[src/rtl/score_pkg.sv]
// Shared types for the packed-BCD score counter.
// State encoding, BCD digit type and the bonus clamp helper.
package score_pkg;

  typedef enum logic [1:0] {
    S_IDLE,
    S_RUN,
    S_OVER
  } state_t;

  typedef logic [3:0] bcd_t;

  localparam bcd_t BCD_MAX = 4'd9;

  function automatic bcd_t bcd_clamp(input logic [3:0] v);
    return (v > BCD_MAX) ? BCD_MAX : v;
  endfunction

endpackage

[src/rtl/bcd_digit_add.sv]
// One BCD digit adder: d (0..9) plus a carry-in of 0..18.
// Yields the digit result and a decimal carry of 0..2.
import score_pkg::*;

module bcd_digit_add (
  input  logic [3:0] d,
  input  logic [4:0] cin,
  output logic [3:0] q,
  output logic [1:0] cout
);

  logic [4:0] s;
  logic [4:0] r;

  assign s = {1'b0, d} + cin;

  always_comb begin
    r    = s;
    cout = 2'd0;
    if (s >= 5'd20) begin
      r    = s - 5'd20;
      cout = 2'd2;
    end else if (s >= 5'd10) begin
      r    = s - 5'd10;
      cout = 2'd1;
    end
  end

  assign q = r[3:0];

endmodule

[src/rtl/bcd_score_counter.sv]
// N-digit packed-BCD game score counter with RUN/OVER control.
// Optional high-score tracking is built when SCORE_HISCORE_EN is defined.
import score_pkg::*;

module bcd_score_counter #(
  parameter int DIGITS    = 4,
  parameter int TICK_INC  = 1,
  parameter int WRAP_MODE = 0
) (
  input  logic                clk,
  input  logic                rst_n,
  input  logic                game_start,
  input  logic                game_over,
  input  logic                game_tick,
  input  logic                bonus_valid,
  input  logic [3:0]          bonus_amt,
  output logic [4*DIGITS-1:0] score,
  output logic                active,
  output logic                overflow,
  output logic [4*DIGITS-1:0] hiscore,
  output logic                new_hiscore
);

  localparam int W = 4 * DIGITS;
  localparam logic [W-1:0] ALL9 = {DIGITS{BCD_MAX}};

  state_t         state_q;
  state_t         state_d;
  logic [W-1:0]   score_q;
  logic [W-1:0]   sum;
  logic           ovf_q;
  logic           sat_q;
  logic [4:0]     addend;
  logic [4:0]     carry [DIGITS+1];
  logic [1:0]     cout  [DIGITS];
  logic           run_upd;
  logic           over_acc;
  logic           carry_out;

  always_ff @(posedge clk or negedge rst_n) begin
    if (!rst_n) state_q <= S_IDLE;
    else        state_q <= state_d;
  end

  always_comb begin
    state_d = state_q;
    priority case (1'b1)
      game_start:                     state_d = S_RUN;
      game_over && state_q == S_RUN:  state_d = S_OVER;
      default: ;
    endcase
  end

  assign run_upd  = state_q == S_RUN && !game_start && !game_over;
  assign over_acc = state_q == S_RUN && !game_start && game_over;

  assign addend = (game_tick ? 5'(TICK_INC) : 5'd0)
                + (bonus_valid ? {1'b0, bcd_clamp(bonus_amt)} : 5'd0);

  assign carry[0] = addend;

  for (genvar i = 0; i < DIGITS; i++) begin : g_dig
    bcd_digit_add u_add (
      .d    (score_q[4*i +: 4]),
      .cin  (carry[i]),
      .q    (sum[4*i +: 4]),
      .cout (cout[i])
    );
    assign carry[i+1] = {3'b000, cout[i]};
  end

  assign carry_out = carry[DIGITS] != 5'd0;

  // Saturation pulses only once per game; sat_q remembers it has fired.
  always_ff @(posedge clk or negedge rst_n) begin
    if (!rst_n) begin
      score_q <= '0;
      ovf_q   <= 1'b0;
      sat_q   <= 1'b0;
    end else begin
      ovf_q <= 1'b0;
      if (game_start) begin
        score_q <= '0;
        sat_q   <= 1'b0;
      end else if (run_upd) begin
        if (!carry_out) begin
          score_q <= sum;
        end else if (WRAP_MODE != 0) begin
          score_q <= sum;
          ovf_q   <= 1'b1;
        end else begin
          score_q <= ALL9;
          ovf_q   <= !sat_q;
          sat_q   <= 1'b1;
        end
      end
    end
  end

  assign score    = score_q;
  assign active   = state_q == S_RUN;
  assign overflow = ovf_q;

`ifdef SCORE_HISCORE_EN
  logic [W-1:0] hi_q;
  logic         nh_q;

  always_ff @(posedge clk or negedge rst_n) begin
    if (!rst_n) begin
      hi_q <= '0;
      nh_q <= 1'b0;
    end else begin
      nh_q <= 1'b0;
      if (over_acc && score_q > hi_q) begin
        hi_q <= score_q;
        nh_q <= 1'b1;
      end
    end
  end

  assign hiscore     = hi_q;
  assign new_hiscore = nh_q;
`else
  logic unused_over;
  assign unused_over = over_acc;
  assign hiscore     = '0;
  assign new_hiscore = 1'b0;
`endif

endmodule

[config.mk]
export PLATFORM = sky130hd
export DESIGN_NAME = bcd_score_counter
export DESIGN_NICKNAME = d
export VERILOG_FILES = /design/src/rtl/score_pkg.sv /design/src/rtl/bcd_digit_add.sv /design/src/rtl/bcd_score_counter.sv
export SDC_FILE = /design/constraint.sdc
export NUM_CORES = 1
export LEC_CHECK = 0
export ABC_AREA = 1
export CAP_MARGIN = 30
export CORE_MARGIN = 3
export CORE_UTILIZATION = 40
export DETAILED_ROUTE_END_ITERATION = 8
export GPL_ROUTABILITY_DRIVEN = 0
export SETUP_SLACK_MARGIN = 0.2
export SLEW_MARGIN = 5
export SYNTH_ARGS = -nofsm -noshare
export SYNTH_HDL_FRONTEND = slang
export SYNTH_HIERARCHICAL = 1
export SYNTH_SLANG_ARGS = --single-unit
[constraint.sdc]
create_clock -name clk -period 10.5 [get_ports clk]
set_input_delay 1.575 -clock clk [delete_from_list [all_inputs] [get_ports clk]]
set_output_delay 1.575 -clock clk [all_outputs]
set_load 0.01 [all_outputs]
* Word level (Yosys, flattened, before mapping) *
Index checks and enable logic that the tools add are counted.

word-level totals
  register bits after elaboration = 20
  output and inout port bits = 35
  word-level logic and storage cells = 68

cells by class
  $add $sub $neg = 13
  $lt $le $gt $ge = 9
  equal/unequal tests = 1
  multiplexer cells = 30
  reduce and logical (&&, ||, !) cells = 11

operator list
  operator               count
  $mux W16               3
  $mux W4                10
  $ge A5 B4 Y1 const B   4
  $ge A5 B5 Y1 const B   4
  $sub A4 B3 Y4 const B  4
  $sub A4 B4 Y4 const B  4
  $add A4 B2 Y5          3
  $mux W2                6
  $mux W1                11
  $reduce_bool A2 Y1     3
  $add A1 B4 Y5          1
  $add A4 B5 Y5          1
  $reduce_bool A5 Y1     1
  $gt A4 B4 Y1 const B   1
  $logic_and A1 B1 Y1    3
  $logic_not A1 Y1       3
  $eq A2 B1 Y1 const B   1
  $reduce_and A2 Y1      1

* Depth between registers and ports, before layout *
Gate-level depths: netlist of run 1.

  depth in word-level cells = 24
  gate-level depth with buffers = 63
  gate-level depth less buffers = 62

* By module *
The synthesis of run 1 kept the hierarchy.

modules (own cells, without submodules)
  module             times used  cells an instance  area each (µm²)  seq. area each (µm²)
  bcd_digit_add      4           58                 355.3            0.0
  bcd_score_counter  1           157                1216.2           500.5

* Worst setup path before layout of run 1 *
Ideal clock, no wire load.

  path kind = input -> register
  start point = input bonus_amt[1]
  end point = register score_q[6], in the netlist score[6]
  library setup time = 0.065 ns
  data arrival time = 8.351 ns
  path slack = 2.084 ns
  stages = 51
  path buffers = 1
  path through = o21ai_0 a21oi_1 ha_1 ha_1 fa_1 or2_4 nand2_4 ha_1 o21ai_0 nand3_1 nand2_1 nand2_2 inv_1 ha_1 fa_1 or2_4 nand2_4 ha_1 [15 not listed] ha_1 fa_1 or2_4 nand2_4 inv_1 ha_1 nand2_1 o21ai_2 inv_2 nand2_2 nand2_4 inv_2 nor2_4 buf_6 nand2_1 nor2_1 nand2_1 nand2_1

RTL lines
  element               line                     RTL
  from (decl)           bcd_score_counter.sv:16  input logic [3:0] bonus_amt,
  to (signal assigned)  bcd_score_counter.sv:87  score_q <= sum;
  to (signal assigned)  bcd_score_counter.sv:89  score_q <= sum;
  to (decl)             bcd_score_counter.sv:29  logic [W-1:0] score_q;

==> results.py, run 1 <==
metrics = {
    "status": {
        "status": "finished clean",
    },
    "route": {
        "via_per_inst": 4.686,
        "drt_iter0_drc": 112,
        "ant_nets": 0,
        "first_pass_iters": 4,
        "wirelength_mm": 5.231,
        "post_drt_wl_per_cell_um": 10.40,
        "vias": 2357,
        "route.detailed.drc": 0,
    },
    "grt": {
        "grt_max_degree": 30,
        "grt.total_usage_pct": 14.74,
        "grt-ovfl-total": 0,
        "antenna_found_initial": 0,
        "grt_pass1_vias": 2180,
        "grt_pass1_wl_mm": 9.266,
    },
    "synthesis": {
        "synth_seq_cells": 20,
        "syn_area_um2": 2638,
        "synthDistinctLibCells": 25,
        "synthXorXnorAreaFrac_pct": 0.3321,
        "yosys_warnings": 6,
        "yosys.area_share.adder_pct": 17.27,
        "yosys.area_share.simple_pct": 43.03,
        "yosysSeqAreaShare_pct": 18.98,
        "synth.area.mux_share_pct": 0,
        "syn_area_per_cell_um2": 6.780,
        "synth_compound_area_share_pct": 3.795,
        "synth_top_family_by_area": "simple AND/OR/NAND/NOR gates",
        "synth_cells": 389,
    },
    "timing": {
        "fin_worst_skew_ns": 0.002088,
        "setup_viol": 0,
        "setup_slack_ns": 1.237,
        "finalHoldViolCount": 0,
        "max_freq_ghz": 0.1080,
        "drv_slew": 0,
        "period_needed_ns": 9.263,
        "rsz0062_at_grt": "no",
        "tns_ns": 0,
        "period_share_pct": 88.22,
    },
    "setup_path": {
        "cp.arrival_ns": 9.47,
        "cp-endpoint": "score[2]",
        "cp.required_ns": 10.70,
        "worstSetupStartpoint": "bonus_amt[1]",
        "r2r_start": "score[0]",
        "slowest_delay_ns": 0.44,
        "r2r_slack_ns": 3.18,
        "worstSetupEndpointType": "flop",
        "rr_worst_depth": 47,
        "crit_path_start_kind": "input pin",
        "cp_max_fo": 18,
        "path_common_cell": "ha_1",
        "slowest_stage": "clkdlybuf4s50_1",
        "r2r_end": "score[2]",
        "critPathKind": "in -> reg",
    },
    "finish": {
        "multi_input_comb_area_um2": 1815,
        "num_antenna_cells": 0,
        "final_nets": 473,
        "drive_above_1_share_pct": 14.49,
        "n_fill_cell": 649,
        "syn2layout_area_growth_pct": 13.57,
        "regArea_um2": 500.5,
        "design_area_um2": 2995,
        "utilization_pct": 48.58,
    },
    "clocking": {
        "cts_buffers": 3,
        "cts-hold-fix-buffers": 0,
        "cts_tree": "built",
        "cts_resized": 0,
        "clkTransAtPathRegs_ns": 0.07,
        "post_cts_buffers": 0,
        "cts_max_path_buffers": 2,
        "clkLatencyLatePin_ns": 0.26,
        "cts_sinks": 20,
        "h-tree-depth": 1,
        "root_buffer": "clkbuf_8",
    },
    "power": {
        "p_switching_mw": 0.4033,
        "ir_drop_mv": 0.1340,
        "powerDensity_nw_per_um2": 257.8,
        "p_int_mw": 0.3689,
        "pwr-share-comb_pct": 76.4,
        "p_sw_share_pct": 52.23,
        "clkPwrFrac_pct": 7.7,
        "p_seq_share_pct": 15.9,
        "p_leak_nw": 1.704,
    },
    "placed_design": {
        "pre_cts_ws_ns": 0.9212,
        "io_buffers": 27,
        "hpwlAfterDp_mm": 4.172,
        "place_area_um2": 2925,
    },
    "floorplan": {
        "core-area_um2": 6166,
        "rows": 28,
        "io_pins": 45,
        "die_area_um2": 7604,
        "die_w_um": 87.20,
        "die_h_um": 87.20,
        "start_util_pct": 42.78,
    },
    "run": {
        "drv_cap": 0,
    },
    "hold_path": {
        "hold_class": "reg -> reg",
    },
}
## layout make-up
| type | count | share of cell area (%) |
|---|---|---|
| Tap cell | 75 | 3.133 |
| Clock buffer | 4 | 1.838 |
| Multi-Input combinational cell | 312 | 60.61 |
| Sequential cell | 20 | 16.71 |
| Inverter | 64 | 8.187 |
| Timing Repair Buffer | 28 | 9.524 |
## registers in the layout, summed over array words and instances (netlist names)
register / flops
state_q: 2
overflow: 1
sat_q: 1
score: 16
## cell families after synthesis
kind of cell / count (synthesis)
simple gates: 229
buf+inv: 87
fa+ha+maj: 34
flops: 20
compound gates: 17
xor+xnor: 1
other cells: 1
## worst min path at each step
stage          startpoint  endpoint  cells past startpoint
5_1_grt             sat_q     sat_q                      2
2_1_floorplan       sat_q     sat_q                      2
3_3_place_gp        sat_q     sat_q                      2
3_5_place_dp        sat_q     sat_q                      2
4_1_cts             sat_q     sat_q                      2
6_report            sat_q     sat_q                      2
## power by group through the flow
stage | combinational [mW] | clock [mW] | sequential (mW)
final | 0.590 | 0.0597 | 0.123
after detailed placement | 0.594 | 0 | 0.124
after CTS | 0.596 | 0.0617 | 0.124
after global routing | 0.688 | 0.0631 | 0.127
after floorplan | 0.465 | 0 | 0.127
after global placement | 0.582 | 0 | 0.125
## critical path, delay by kind of cell
family,cells,cell delay (ns)
adder cells (fa/ha/maj),13,3.15
XOR/XNOR,1,0.13
buffers and inverters,8,0.77
AND/OR/NAND/NOR,26,3.06
AO/OA/AOI/OAI,7,0.75
## per-stage QoR
step           hold slack [ns]  power (mW)  std cells
2_1_floorplan           0.4417      0.5921        419
3_3_place_gp            0.4604      0.7071        498
3_5_place_dp            0.4644      0.7175        498
4_1_cts                 0.4834      0.7811        502
5_1_grt                 0.5213      0.8779        503
6_report                0.4843      0.7723        503
## cells in the mapped netlist
library cell  instances  area (um^2)
nand2_1             110        412.9
nand3_1              63        315.3
inv_1                49        183.9
ha_1                 30        375.4
dfrtp_1              20        500.5
nor2_1               18        67.56
buf_4                17        127.6
nand2_2              13        81.33
inv_2                11        41.29
nand2_4               8        90.09
nand3_2               8        80.08
a21oi_1               7        35.03
o21ai_0               6        30.03
buf_6                 5        56.30
clkinv_2              4        20.02
fa_1                  4        80.08
o21ai_2               4        35.03
or2_4                 4        35.03
nor2_4                2        22.52
buf_2                 1        5.000
conb_1                1        3.750
nand3_4               1        17.52
nor2_2                1        6.260
or2_2                 1        6.260
xnor2_1               1        8.760
## placed cells by master, fill, tap and decap left out
cell / instances
nand3_4: 1
clkbuf_8: 4
or2_2: 1
xnor2_1: 1
nand2_1: 110
clkdlybuf4s50_1: 27
nor2_1: 18
nand3_1: 63
inv_2: 11
a21oi_1: 7
nand2_4: 8
fa_1: 4
conb_1: 31
o21ai_2: 4
buf_8: 1
o21ai_0: 6
ha_1: 30
inv_1: 49
nand2_2: 13
nor2_4: 2
dfrtp_1: 20
or2_4: 4
clkinv_2: 4
nand3_2: 8
nor2_2: 1
## metal layers
layer  track usage (%)  vias up  wire length (um)
met5                 0        -                 0
met4             3.766        0                48
met3             1.608        4               184
met2             26.36       39              2510
met1             18.80     1058              2487
li1                  -     1256                 -
(Power assumes the default switching activity.)
==> run 2, diff against run 1 <==
--- a/config.mk
+++ b/config.mk
@@ -5,13 +5,12 @@
 export SDC_FILE = /design/constraint.sdc
 export NUM_CORES = 1
 export LEC_CHECK = 0
-export ABC_AREA = 1
 export CAP_MARGIN = 30
 export CORE_MARGIN = 3
 export CORE_UTILIZATION = 40
 export DETAILED_ROUTE_END_ITERATION = 8
 export GPL_ROUTABILITY_DRIVEN = 0
-export SETUP_SLACK_MARGIN = 0.2
+export SETUP_SLACK_MARGIN = 0.05
 export SLEW_MARGIN = 5
 export SYNTH_ARGS = -nofsm -noshare
 export SYNTH_HDL_FRONTEND = slang
==> constraint.sdc (replaced) <==
create_clock -name clk -period 10.5 [get_ports clk]
set_input_delay 2.625 -clock clk [delete_from_list [all_inputs] [get_ports clk]]
set_output_delay 2.625 -clock clk [all_outputs]
set_load 0.01 [all_outputs]
==> run 2 against run 1 <==
Effect of this change: synthesized area fell by 1.7%; combinational power grew 7.5%; sequential power down 15%; via count fell by 2.1%; non-clock buffer count grew 75; global-route usage increased by 2.1 points; clock skew grew 0.0011 ns; critical path depth is 14 lower; total power up 3.4%; routed wire length increased by 22%; final cell count is 8.3% lower; first-iteration DRC count down 31%; largest power group unchanged.
==> results.py, run 2 <==
metrics = {
    "synthesis": {
        "synthDistinctLibCells": 44,
        "ys_top_cells_by_area": "dfrtp_1, ha_1, buf_4, xnor2_4, nand2b_1",
        "synth_cells": 273,
        "synth_seq_cells": 20,
        "yosys-top-cells-count": "ha_1, dfrtp_1",
        "synth.most_common_cell": "ha_1",
        "synth_top_area_share_pct": 19.31,
        "syn_area_per_cell_um2": 9.496,
        "yosysTopAreaCell": "dfrtp_1",
        "yosys_warnings": 6,
        "syn_area_um2": 2592,
        "synth-main-ff-cell": "dfrtp_1",
        "yosysSeqAreaShare_pct": 19.31,
        "synth_async_sr_flop_share_pct": 100.0,
        "synth-edff-count": 0,
    },
    "finish": {
        "design_area_um2": 3776,
        "layout_common_cells": "buf_4, conb_1, clkdlybuf4s50_1",
        "drive_above_1_share_pct": 42.75,
        "num_antenna_cells": 0,
        "final_nets": 431,
        "syn2layout_area_growth_pct": 45.66,
        "n_fill_cell": 545,
        "layout_commonest_cell": "buf_4",
        "largest_reg_flops": 16,
        "utilization_pct": 61.95,
    },
    "clocking": {
        "root_buffer": "clkbuf_8",
        "cts_sinks": 20,
        "cts_buffers": 3,
        "h-tree-depth": 1,
        "cts_tree": "built",
        "clkLatencyLatePin_ns": 0.26,
        "cts_max_path_buffers": 2,
        "clkTransAtPathRegs_ns": 0.07,
    },
    "floorplan": {
        "die_h_um": 86.51,
        "die_area_um2": 7483,
        "rows": 28,
        "die_w_um": 86.51,
        "io_pins": 45,
        "core-area_um2": 6096,
        "start_util_pct": 42.53,
    },
    "route": {
        "ant_nets": 0,
        "via_per_inst": 5.007,
        "route.detailed.drc": 0,
        "highest_layer": "met4",
        "first_pass_iters": 4,
        "vias": 2308,
        "met3WireLength_um": 232,
        "drt_iter0_drc": 77,
        "post_drt_wl_per_cell_um": 13.84,
        "route.met2.wl_mm": 3.323,
        "wl_met1_mm": 2.736,
        "wirelength_mm": 6.382,
    },
    "setup_path": {
        "cp_max_fo": 7,
        "critPathKind": "in -> reg",
        "crit_path_start_kind": "input pin",
        "cp.arrival_ns": 10.41,
        "worstSetupEndpointType": "flop",
        "slowest_delay_ns": 0.52,
        "slowest_stage": "clkdlybuf4s50_1",
        "path_common_cell": "ha_2",
        "cp.required_ns": 10.68,
    },
    "grt": {
        "grt_max_degree": 21,
        "grt_pass1_vias": 2374,
        "antenna_found_initial": 0,
        "grt.total_usage_pct": 16.87,
        "grt_pass1_wl_mm": 10.34,
        "grt-ovfl-total": 0,
    },
    "run": {
        "drv_cap": 0,
    },
    "timing": {
        "setup_viol": 0,
        "period_needed_ns": 10.23,
        "drv_slew": 0,
        "max_slew_margin_pct": 60.48,
        "worstMarginPinSlew_ns": 0.5910,
        "finalHoldViolCount": 0,
        "setup_slack_ns": 0.2657,
        "fin_worst_skew_ns": 0.003223,
        "period_share_pct": 97.47,
        "max_freq_ghz": 0.09771,
        "holdWs_ns": 0.4689,
    },
    "power": {
        "powerDensity_nw_per_um2": 211.5,
        "p_sw_share_pct": 41.21,
        "p_switching_mw": 0.3291,
        "p_seq_share_pct": 13.2,
        "p_total_mw": 0.7985,
        "p_leak_nw": 1.736,
        "p_int_mw": 0.4694,
        "ir_drop_mv": 0.1263,
        "pwr-share-comb_pct": 79.4,
        "clkPwrFrac_pct": 7.4,
    },
    "hold_path": {
        "hold_class": "reg -> reg",
    },
    "placed_design": {
        "hpwlAfterDp_mm": 4.649,
        "pre_cts_ws_ns": -0.5626,
        "place_area_um2": 3346,
        "io_buffers": 27,
    },
    "status": {
        "status": "finished clean",
    },
}
## run 2: cell types whose count changed in the layout (fill, tap and decap cells not counted), moves of 17 or more
cell and delta:
nand2_1 -106, buf_4 +75, nand3_1 -57, inv_1 -33, nand2b_1 +17
## run 2: cell type report
class	instances	area [um^2]	share of cell area [%]
clock buffer	4	55.05	1.458
inverter	17	63.81	1.690
multi-input combinational	242	2207	58.45
sequential	20	500.5	13.25
tap	75	93.84	2.485
timing repair buffer	103	855.8	22.66
## run 2: cell families after synthesis
logic type | count (synthesis) | synth area share, %
compound gates | 74 | 21.24
xor+xnor | 17 | 8.639
fa+ha+maj | 34 | 17.57
buf+inv | 41 | 9.169
flops | 20 | 19.31
mux | 4 | 3.475
other cells | 1 | 0.1446
simple gates | 82 | 20.46
## run 2: final timing paths
path / start / to / slack [ns] / cells past startpoint
min in group asynchronous: rst_n / state_q[1] / 2.54 / 1
max reg2reg: score[0] / score[6] / 3.15 / 36
max in group asynchronous: rst_n / score[4] / 7.62 / 2
min: sat_q / overflow / 0.47 / 1
max: bonus_valid / score[6] / 0.27 / 41
min reg2reg: sat_q / overflow / 0.47 / 1
## run 2: per-layer routing
| layer | track usage [%] | vias up |
|---|---|---|
| met2 | 31.99 | 56 |
| met1 | 20.02 | 1086 |
| li1 | - | 1154 |
| met5 | 0 | - |
| met3 | 2.567 | 12 |
| met4 | 3.258 | 0 |
## run 2: worst max-delay path: cells and delay by family
kind                     cells  cell delay [ns]
adder cells (fa/ha/maj)     10             2.19
XOR/XNOR                     1             0.12
multiplexers                 4             0.41
AND/OR/NAND/NOR              9             1.98
buffers and inverters        5             1.07
AO/OA/AOI/OAI               12             2.03
## run 2: power by group through the flow
| stage | sequential [mW] | combinational [mW] | clock [mW] |
|---|---|---|---|
| final | 0.105 | 0.634 | 0.0594 |
| after global routing | 0.107 | 0.694 | 0.0642 |
| after CTS | 0.105 | 0.574 | 0.0613 |
| after detailed placement | 0.106 | 0.526 | 0 |
| after global placement | 0.106 | 0.515 | 0 |
| after floorplan | 0.107 | 0.323 | 0 |
## run 2: through the flow
stage           TNS, ns  instances
2_1_floorplan         0        303
3_3_place_gp     -5.237        441
3_5_place_dp     -6.547        441
4_1_cts               0        452
5_1_grt        -0.07395        461
6_report              0        461
## run 2: what timing repair did
item | CTS | global route
endpoints found under the setup margin | 18 | 18
resized for setup | 29 | 29
pin swaps | 15 | 20
hold buffers | 0 | 0
buffers inserted | 7 | 8
==> run 3, diff against run 2 <==
--- a/config.mk
+++ b/config.mk
@@ -6,10 +6,13 @@
 export NUM_CORES = 1
 export LEC_CHECK = 0
 export CAP_MARGIN = 30
+export CELL_PAD_IN_SITES_DETAIL_PLACEMENT = 1
+export CELL_PAD_IN_SITES_GLOBAL_PLACEMENT = 1
 export CORE_MARGIN = 3
 export CORE_UTILIZATION = 40
 export DETAILED_ROUTE_END_ITERATION = 8
 export GPL_ROUTABILITY_DRIVEN = 0
+export PLACE_DENSITY = 0.83
 export SETUP_SLACK_MARGIN = 0.05
 export SLEW_MARGIN = 5
 export SYNTH_ARGS = -nofsm -noshare
==> run 3 against run 2 <==
Effect of this change: the flow now finishes with violations (setup timing); global-route usage grew 14 points; total power grew 36%; routed wire length grew 110%; critical endpoint is now score[13]; sequential power grew 6%; via count grew 28%; largest cell class unchanged; clock-buffer cell count shrank 1; setup slack lost 0.33 ns; final cell count grew 5.6%; clock power grew 36%; first-iteration DRC count grew 120%.
==> results.py, run 3 (synthesis gave the netlist of run 2 again) <==
metrics = {
    "status": {
        "status": "finished, violations left",
        "violations": "setup timing",
    },
    "finish": {
        "syn2layout_area_growth_pct": 62.60,
        "num_antenna_cells": 0,
        "design_area_um2": 4215,
        "drive_above_1_share_pct": 50.24,
        "n_fill_cell": 639,
        "layout_commonest_cell": "buf_4",
        "final_nets": 457,
        "layout_common_cells": "buf_4, conb_1, clkdlybuf4s50_1",
        "largest_reg_flops": 16,
    },
    "power": {
        "p_leak_nw": 1.910,
        "pwr-share-comb_pct": 82.3,
        "p_int_mw": 0.5818,
        "ir_drop_mv": 0.1439,
        "clkPwrFrac_pct": 7.5,
        "p_sw_share_pct": 46.41,
        "p_switching_mw": 0.5038,
        "p_seq_share_pct": 10.2,
        "powerDensity_nw_per_um2": 257.5,
    },
    "clocking": {
        "h-tree-depth": 1,
        "clkLatencyLatePin_ns": 0.27,
        "cts_tree": "built",
        "clkTransAtPathRegs_ns": 0.08,
        "root_buffer": "clkbuf_8",
        "cts_sinks": 20,
        "cts_buffers": 3,
        "cts_max_path_buffers": 2,
        "cts-hold-fix-buffers": 0,
    },
    "timing": {
        "finalHoldViolCount": 0,
        "tns_ns": -0.06869,
        "setup_slack_ns": -0.05993,
        "period_needed_ns": 10.56,
        "max_slew_margin_pct": 52.82,
        "worstMarginPinSlew_ns": 0.7056,
        "period_share_pct": 100.6,
        "rsz0062_at_grt": "yes",
        "drv_slew": 0,
        "max_freq_ghz": 0.09470,
        "setup_viol": 2,
        "fin_worst_skew_ns": 0.003543,
    },
    "setup_path": {
        "cp_max_fo": 3,
        "path_common_cell": "ha_4",
        "worstSetupEndpointType": "flop",
        "slowest_stage": "or3_4",
        "crit_path_start_kind": "input pin",
        "rr_worst_depth": 40,
        "slowest_delay_ns": 0.41,
        "cp.required_ns": 10.69,
        "cp.arrival_ns": 10.75,
        "critPathKind": "in -> reg",
    },
    "placed_design": {
        "hpwlAfterDp_mm": 5.916,
        "io_buffers": 27,
        "place_area_um2": 3346,
    },
    "floorplan": {
        "start_util_pct": 42.53,
        "die_area_um2": 7483,
        "die_w_um": 86.51,
        "io_pins": 45,
        "core-area_um2": 6096,
        "die_h_um": 86.51,
        "rows": 28,
    },
    "route": {
        "route.detailed.drc": 0,
        "wirelength_mm": 13.62,
        "ant_nets": 0,
        "post_drt_wl_per_cell_um": 27.96,
        "drt_iter0_drc": 166,
        "via_per_inst": 6.086,
        "first_pass_iters": 5,
        "vias": 2964,
    },
    "grt": {
        "grtUsageMet3_pct": 5.323,
        "grt_util_met1_pct": 34.71,
        "top_usage_layer": "met2",
        "met2_usage_pct": 57.02,
        "antenna_found_initial": 0,
        "grt_pass1_wl_mm": 17.71,
        "grt_pass1_vias": 3121,
        "grt-ovfl-total": 0,
        "grt_max_degree": 21,
        "grt.total_usage_pct": 31.07,
    },
    "run": {
        "drv_cap": 0,
    },
    "hold_path": {
        "hold_depth": 1,
        "hold_class": "reg -> reg",
    },
}
[run 3: what timing repair did]
item	4_1_cts	5_1_grt
gates resized for setup	42	56
pin swaps	22	30
cloned	0	0
setup buffers	33	9
endpoints found under the hold margin	0	0
endpoints found under the setup margin	18	18
[run 3: final cells by class]
cell class                      count  area [um^2]  share of cell area (%)
Clock buffer                        3        41.29                  0.9795
Clock inverter                      1        30.03                  0.7124
Inverter                           17        63.81                   1.514
Multi-Input combinational cell    242         2429                   57.61
Sequential cell                    20        500.5                   11.87
Tap cell                           75        93.84                   2.226
Timing Repair Buffer              129         1057                   25.08
[run 3: critical path: cells and delay by family]
| family | cells | cell delay, ns |
|---|---|---|
| adders and majority gates | 13 | 2.89 |
| AOI/OAI and AO/OA | 10 | 1.70 |
| and+or+nand+nor | 5 | 1.16 |
| xor gates and xnor gates | 5 | 0.94 |
| buffers and inverters | 7 | 0.77 |
| muxes | 4 | 0.62 |
[run 3: layer usage]
layer | wire (um) | share of wire (%)
met5 | 0 | 0
met2 | 6948 | 51
met4 | 920 | 6.8
met3 | 864 | 6.3
met1 | 4885 | 36
[run 3: through the flow]
stage	std cells	worst slack (ns)	hold WS [ns]	total power [mW]	utilization (%)
floorplan	303	0.2609	0.4213	0.4300	-
global route	487	-0.2187	0.5082	1.121	69.15
global placement	441	-0.3308	0.4377	0.6218	54.89
CTS	478	0.05763	0.4681	0.8618	62.95
detailed placement	441	-0.7917	0.4568	0.6543	54.89
finish	487	-0.05993	0.5121	1.086	69.15
[run 3: path summary, 6_finish.rpt]
path | to | slack (ns) | start
max | score[13] | -0.06 | bonus_amt[2]
min | overflow | 0.51 | sat_q
max reg2reg | score[13] | 2.65 | score[0]
min reg2reg | overflow | 0.51 | sat_q
max in group asynchronous | score[12] | 7.41 | rst_n
min in group asynchronous | score[14] | 2.62 | rst_n
[run 3: power by group through the flow]
| stage | combinational [mW] | sequential, mW | clock, mW |
|---|---|---|---|
| detailed placement | 0.548 | 0.107 | 0 |
| floorplan | 0.323 | 0.107 | 0 |
| global route | 0.925 | 0.112 | 0.0838 |
| CTS | 0.675 | 0.106 | 0.0801 |
| global placement | 0.516 | 0.106 | 0 |
| finish | 0.893 | 0.111 | 0.0810 |
